### config.mk
export PLATFORM = sky130hd
export DESIGN_NAME = div12x6_seq
export DESIGN_NICKNAME = d
export VERILOG_FILES = /design/src/rtl/div12x6_seq.sv
export SDC_FILE = /design/constraint.sdc
export NUM_CORES = 1
export LEC_CHECK = 0
export CAP_MARGIN = 20
export CORE_UTILIZATION = 25
export CTS_BUF_LIST = sky130_fd_sc_hd__clkbuf_8
export DETAILED_ROUTE_END_ITERATION = 10
export PLACE_DENSITY_LB_ADDON = 0.15
export SYNTH_ARGS = -nofsm -noshare
export SYNTH_HDL_FRONTEND = slang
export SYNTH_SLANG_ARGS = --single-unit
### constraint.sdc
create_clock -name clk -period 4.35 [get_ports clk]
set_clock_uncertainty 0.2 [all_clocks]
set_input_delay 0.87 -clock clk [delete_from_list [all_inputs] [get_ports clk]]
set_output_delay 0.87 -clock clk [all_outputs]
set_load 0.05 [all_outputs]
### src/rtl/div12x6_seq.sv
// rtl/div12x6_seq.sv - sequential restoring divider, 2N-bit dividend by N-bit divisor
//
// Produces one quotient bit per clock, MSB first, and is the inverse of the
// 6x6 multiplier that sits beside it in the arithmetic datapath.
//
// Ports:
//   clk          rising-edge clock
//   rst          asynchronous active-high reset
//   in_valid     operands valid
//   in_ready     divider can accept operands (registered)
//   dividend     2N-bit unsigned dividend
//   divisor      N-bit unsigned divisor
//   out_valid    result valid, held until accepted (registered)
//   out_ready    consumer accepts the result
//   quotient     2N-bit unsigned quotient (registered)
//   remainder    N-bit unsigned remainder (registered)
//   div_by_zero  divisor was zero (registered)
//   q_ovf        quotient does not fit in N bits (registered)
module div12x6_seq #(
    parameter int N = 6
) (
    input  logic           clk,
    input  logic           rst,
    input  logic           in_valid,
    output logic           in_ready,
    input  logic [2*N-1:0] dividend,
    input  logic [N-1:0]   divisor,
    output logic           out_valid,
    input  logic           out_ready,
    output logic [2*N-1:0] quotient,
    output logic [N-1:0]   remainder,
    output logic           div_by_zero,
    output logic           q_ovf
);

    localparam int W  = 2 * N;
    localparam int CW = $clog2(W);

    typedef enum logic [1:0] {
        IDLE,
        RUN,
        DONE
    } state_t;

    state_t         state;
    logic [W-1:0]   d_q;      // dividend, shifted left one bit per step
    logic [N-1:0]   dvs_q;    // captured divisor
    logic [N:0]     r_q;      // partial remainder, one bit wider than the divisor
    logic [W-1:0]   q_q;      // quotient being assembled
    logic [CW-1:0]  cnt;      // step counter, 0 .. W-1
    logic           dz_q;     // captured divisor was zero

    logic [N:0]     r_shift;
    logic [N:0]     r_next;
    logic           step_ge;
    logic [W-1:0]   q_next;

    // One restoring step: bring down the next dividend bit, subtract the
    // divisor when it fits.
    always_comb begin
        r_shift = {r_q[N-1:0], d_q[W-1]};
        step_ge = (r_shift >= {1'b0, dvs_q});
        r_next  = step_ge ? (r_shift - {1'b0, dvs_q}) : r_shift;
        q_next  = {q_q[W-2:0], step_ge};
    end

    always_ff @(posedge clk or posedge rst) begin
        if (rst) begin
            state       <= IDLE;
            in_ready    <= 1'b0;
            out_valid   <= 1'b0;
            quotient    <= '0;
            remainder   <= '0;
            div_by_zero <= 1'b0;
            q_ovf       <= 1'b0;
            d_q         <= '0;
            dvs_q       <= '0;
            r_q         <= '0;
            q_q         <= '0;
            cnt         <= '0;
            dz_q        <= 1'b0;
        end else begin
            case (state)
                IDLE: begin
                    if (in_valid && in_ready) begin
                        d_q      <= dividend;
                        dvs_q    <= divisor;
                        r_q      <= '0;
                        q_q      <= '0;
                        in_ready <= 1'b0;
                        dz_q     <= (divisor == '0);
                        // A zero divisor skips straight to the final step so
                        // its result appears one cycle after the accept edge.
                        cnt      <= (divisor == '0) ? CW'(W - 1) : '0;
                        state    <= RUN;
                    end else begin
                        in_ready <= 1'b1;
                    end
                end

                RUN: begin
                    d_q <= d_q << 1;
                    r_q <= r_next;
                    q_q <= q_next;
                    cnt <= cnt + 1'b1;
                    if (cnt == CW'(W - 1)) begin
                        state     <= DONE;
                        out_valid <= 1'b1;
                        if (dz_q) begin
                            // d_q has not been shifted on this path, so its
                            // low bits are still the original dividend.
                            quotient    <= '1;
                            remainder   <= d_q[N-1:0];
                            div_by_zero <= 1'b1;
                            q_ovf       <= 1'b1;
                        end else begin
                            quotient    <= q_next;
                            remainder   <= r_next[N-1:0];
                            div_by_zero <= 1'b0;
                            q_ovf       <= |q_next[W-1:N];
                        end
                    end
                end

                DONE: begin
                    if (out_ready) begin
                        out_valid <= 1'b0;
                        in_ready  <= 1'b1;
                        state     <= IDLE;
                    end
                end

                default: begin
                    state <= IDLE;
                end
            endcase
        end
    end

endmodule

==> reports/metrics.cfg <==
[status]
status=finished, final reports clean

[timing]
timing.final.setup_violations=0
finalHoldWorstSlack_ns=0.271
max_slew_margin=0.400
finalWorstSetupSlack_ns=1.71
fin_crit_sh=0.607
max_freq_mhz=378
rsz0062_at_grt=false
fin_setup_tns_ns=0
layout_min_cycle_time_ns=2.64
worst_slew_pin_slew_ns=0.897
finalHoldViolations=0
finalMaxSlewViolations=0

[critical_path]
critical_path_class=reg -> out
crit_fanout=3
cp-end-kind=output port
cp_data_required_time_ns=3.28
r2r_start=state[0]
startpoint_type=register
arrival_ns=1.57
reg2reg_depth=6
r2r_slack_ns=1.79
r2r_end=remainder[3]
crit_family=buffers and inverters
worstPathCellList=clkdlybuf4s50_1
crit_buf_inv=1
slowest_stage=clkdlybuf4s50_1
max_stage_delay_ns=0.82

[layout]
area_growth_pct=26.4
final_area_um2=3860
final_cell_mix=nand2_1 (76), dfrtp_1 (64), o21ai_0 (51), clkdlybuf4s50_1 (43)
finalNonFillerCells=511
fin_util=0.323
drive_above_1_share=0.0879
fin_nets=390
layout.cells.most_common=nand2_1
n_fill_cell=1253
antenna_cells=0

[detailed_routing]
via_per_inst=4.62
ant_nets=0
drtIter0Drc=99
vias=2361
wl_um=7510
drc=0
firstDrtPassIters=4
wl_per_cell_um=14.7

[pwr]
peakVddDrop_v=0.000212
swShare=0.422
p_clk_frac=0.208
cellPowerDensity_nw_per_um2=813
power_mw=3.14
cell_internal_pwr_mw=1.81
switching_power_mw=1.32
p_leak_nw=1.68
pwr-share-comb=0.469
sequentialPowerShare=0.323

[grt]
use_met2=0.208
grt_start_max_net_pins=42
gr-usage-met1=0.176
busiest_layer=met2
grt.met3_usage=0.0254
grt_pass1_vias=2433
grt.overflow.total=0
antenna_found_initial=0
grt_first_pass_wirelength_um=12800
grt_use_total=0.131

[cts]
cts-root-buf=clkbuf_8
clkSinkCount=64
cts_tree=done
clk_latency_ns=0.34
post_cts_buffers=0
htreeDepth=3
ctsHoldBuffers=0
cts.path.max_buffers=2
clk_pin_slew_ns=0.08
postCtsResizedCells=0
numCtsBuffers=9

[hold_path]
hold_class=reg -> reg
hold_start=quotient[3]
holdPathEnd=quotient[3]
min_path_cells=2

[synthesis]
ys_async_sr_fraction=1.00
synthCells=317
netlist_area_um2=3050
synthFlopType=dfrtp_1
synth_edf_count=0
syn_avg_cell_area_um2=9.63
syn-num-nets=348
ys_warn_count=0
ys_seq_elements=64
yosysSeqAreaShare=0.524
synth_cell_types=45

[floorplan]
start_util=0.255
die_y_um=113
num_rows=40
placeableCoreArea_um2=12000
dieArea_um2=12700
pin_count=44
die_w_um=113

[placement]
place_hpwl_um=5240
post-place-ws_ns=1.47
placed_cell_area_um2=3590
port_buffers=43
placed_cells=494
place.gp.congestion=0.704

[job]
cap_violations=0

[how the worst max path moves through the flow]
stage                       startpoint           end  cells after the start
final                     remainder[4]  remainder[4]                      1
after CTS                     state[0]  remainder[3]                      6
after global routing          state[0]  remainder[3]                      6
after detailed placement      in_valid        cnt[3]                      5
after floorplan                    rst        cnt[0]                      1
after global placement        in_valid      dvs_q[0]                      4
[kinds of logic after synthesis]
group,synth area share
xor+xnor,0.00860
simple gates,0.165
fa+ha+maj,0.0393
flops,0.524
mux,0.0545
compound gates,0.159
buf+inv,0.0500
[state kept, by name, summed over array words and instances (netlist names)]
signal and count:
d_q 12, quotient 12, q_q 11, dvs_q 6
r_q 6, remainder 6, cnt 4, state 2
div_by_zero 1, dz_q 1, in_ready 1, out_valid 1
q_ovf 1
[routing by layer]
metal  vias to the layer above  share of wire
met4                         0         0.0096
met1                      1149           0.49
met3                         7          0.027
met2                        37           0.47
met5                         -              0
li1                       1168              -
[layout make-up]
type                    count  area (um2)  share of cell area
clock buffers              10         138              0.0356
flip-flops and latches     64        1600               0.415
clock inverters             6         115              0.0298
well taps                 147         184              0.0476
multi-input cells         225        1300               0.337
inverters                  10        37.5             0.00972
repair buffers             49         483               0.125
[power groups by stage]
| stage | Combinational, mW | Clock (mW) | Sequential [mW] |
|---|---|---|---|
| after floorplan | 0.912 | 0 | 1.20 |
| after global placement | 1.46 | 0 | 1.03 |
| after detailed placement | 1.48 | 0 | 1.03 |
| after CTS | 1.49 | 0.674 | 1.02 |
| after global routing | 1.65 | 0.701 | 1.06 |
| final | 1.47 | 0.652 | 1.02 |
[synth_stat cells (6+ instances only)]
cell type | number | area share
a21oi_1 | 14 | 0.023
clkbuf_1 | 10 | 0.012
dfrtp_1 | 64 | 0.52
ha_1 | 8 | 0.033
inv_1 | 10 | 0.012
mux2i_1 | 14 | 0.046
nand2_1 | 76 | 0.093
nor2_1 | 11 | 0.014
o21ai_0 | 51 | 0.084
o22ai_1 | 6 | 0.012
or3_1 | 6 | 0.012
(Power assumes the default switching activity.)
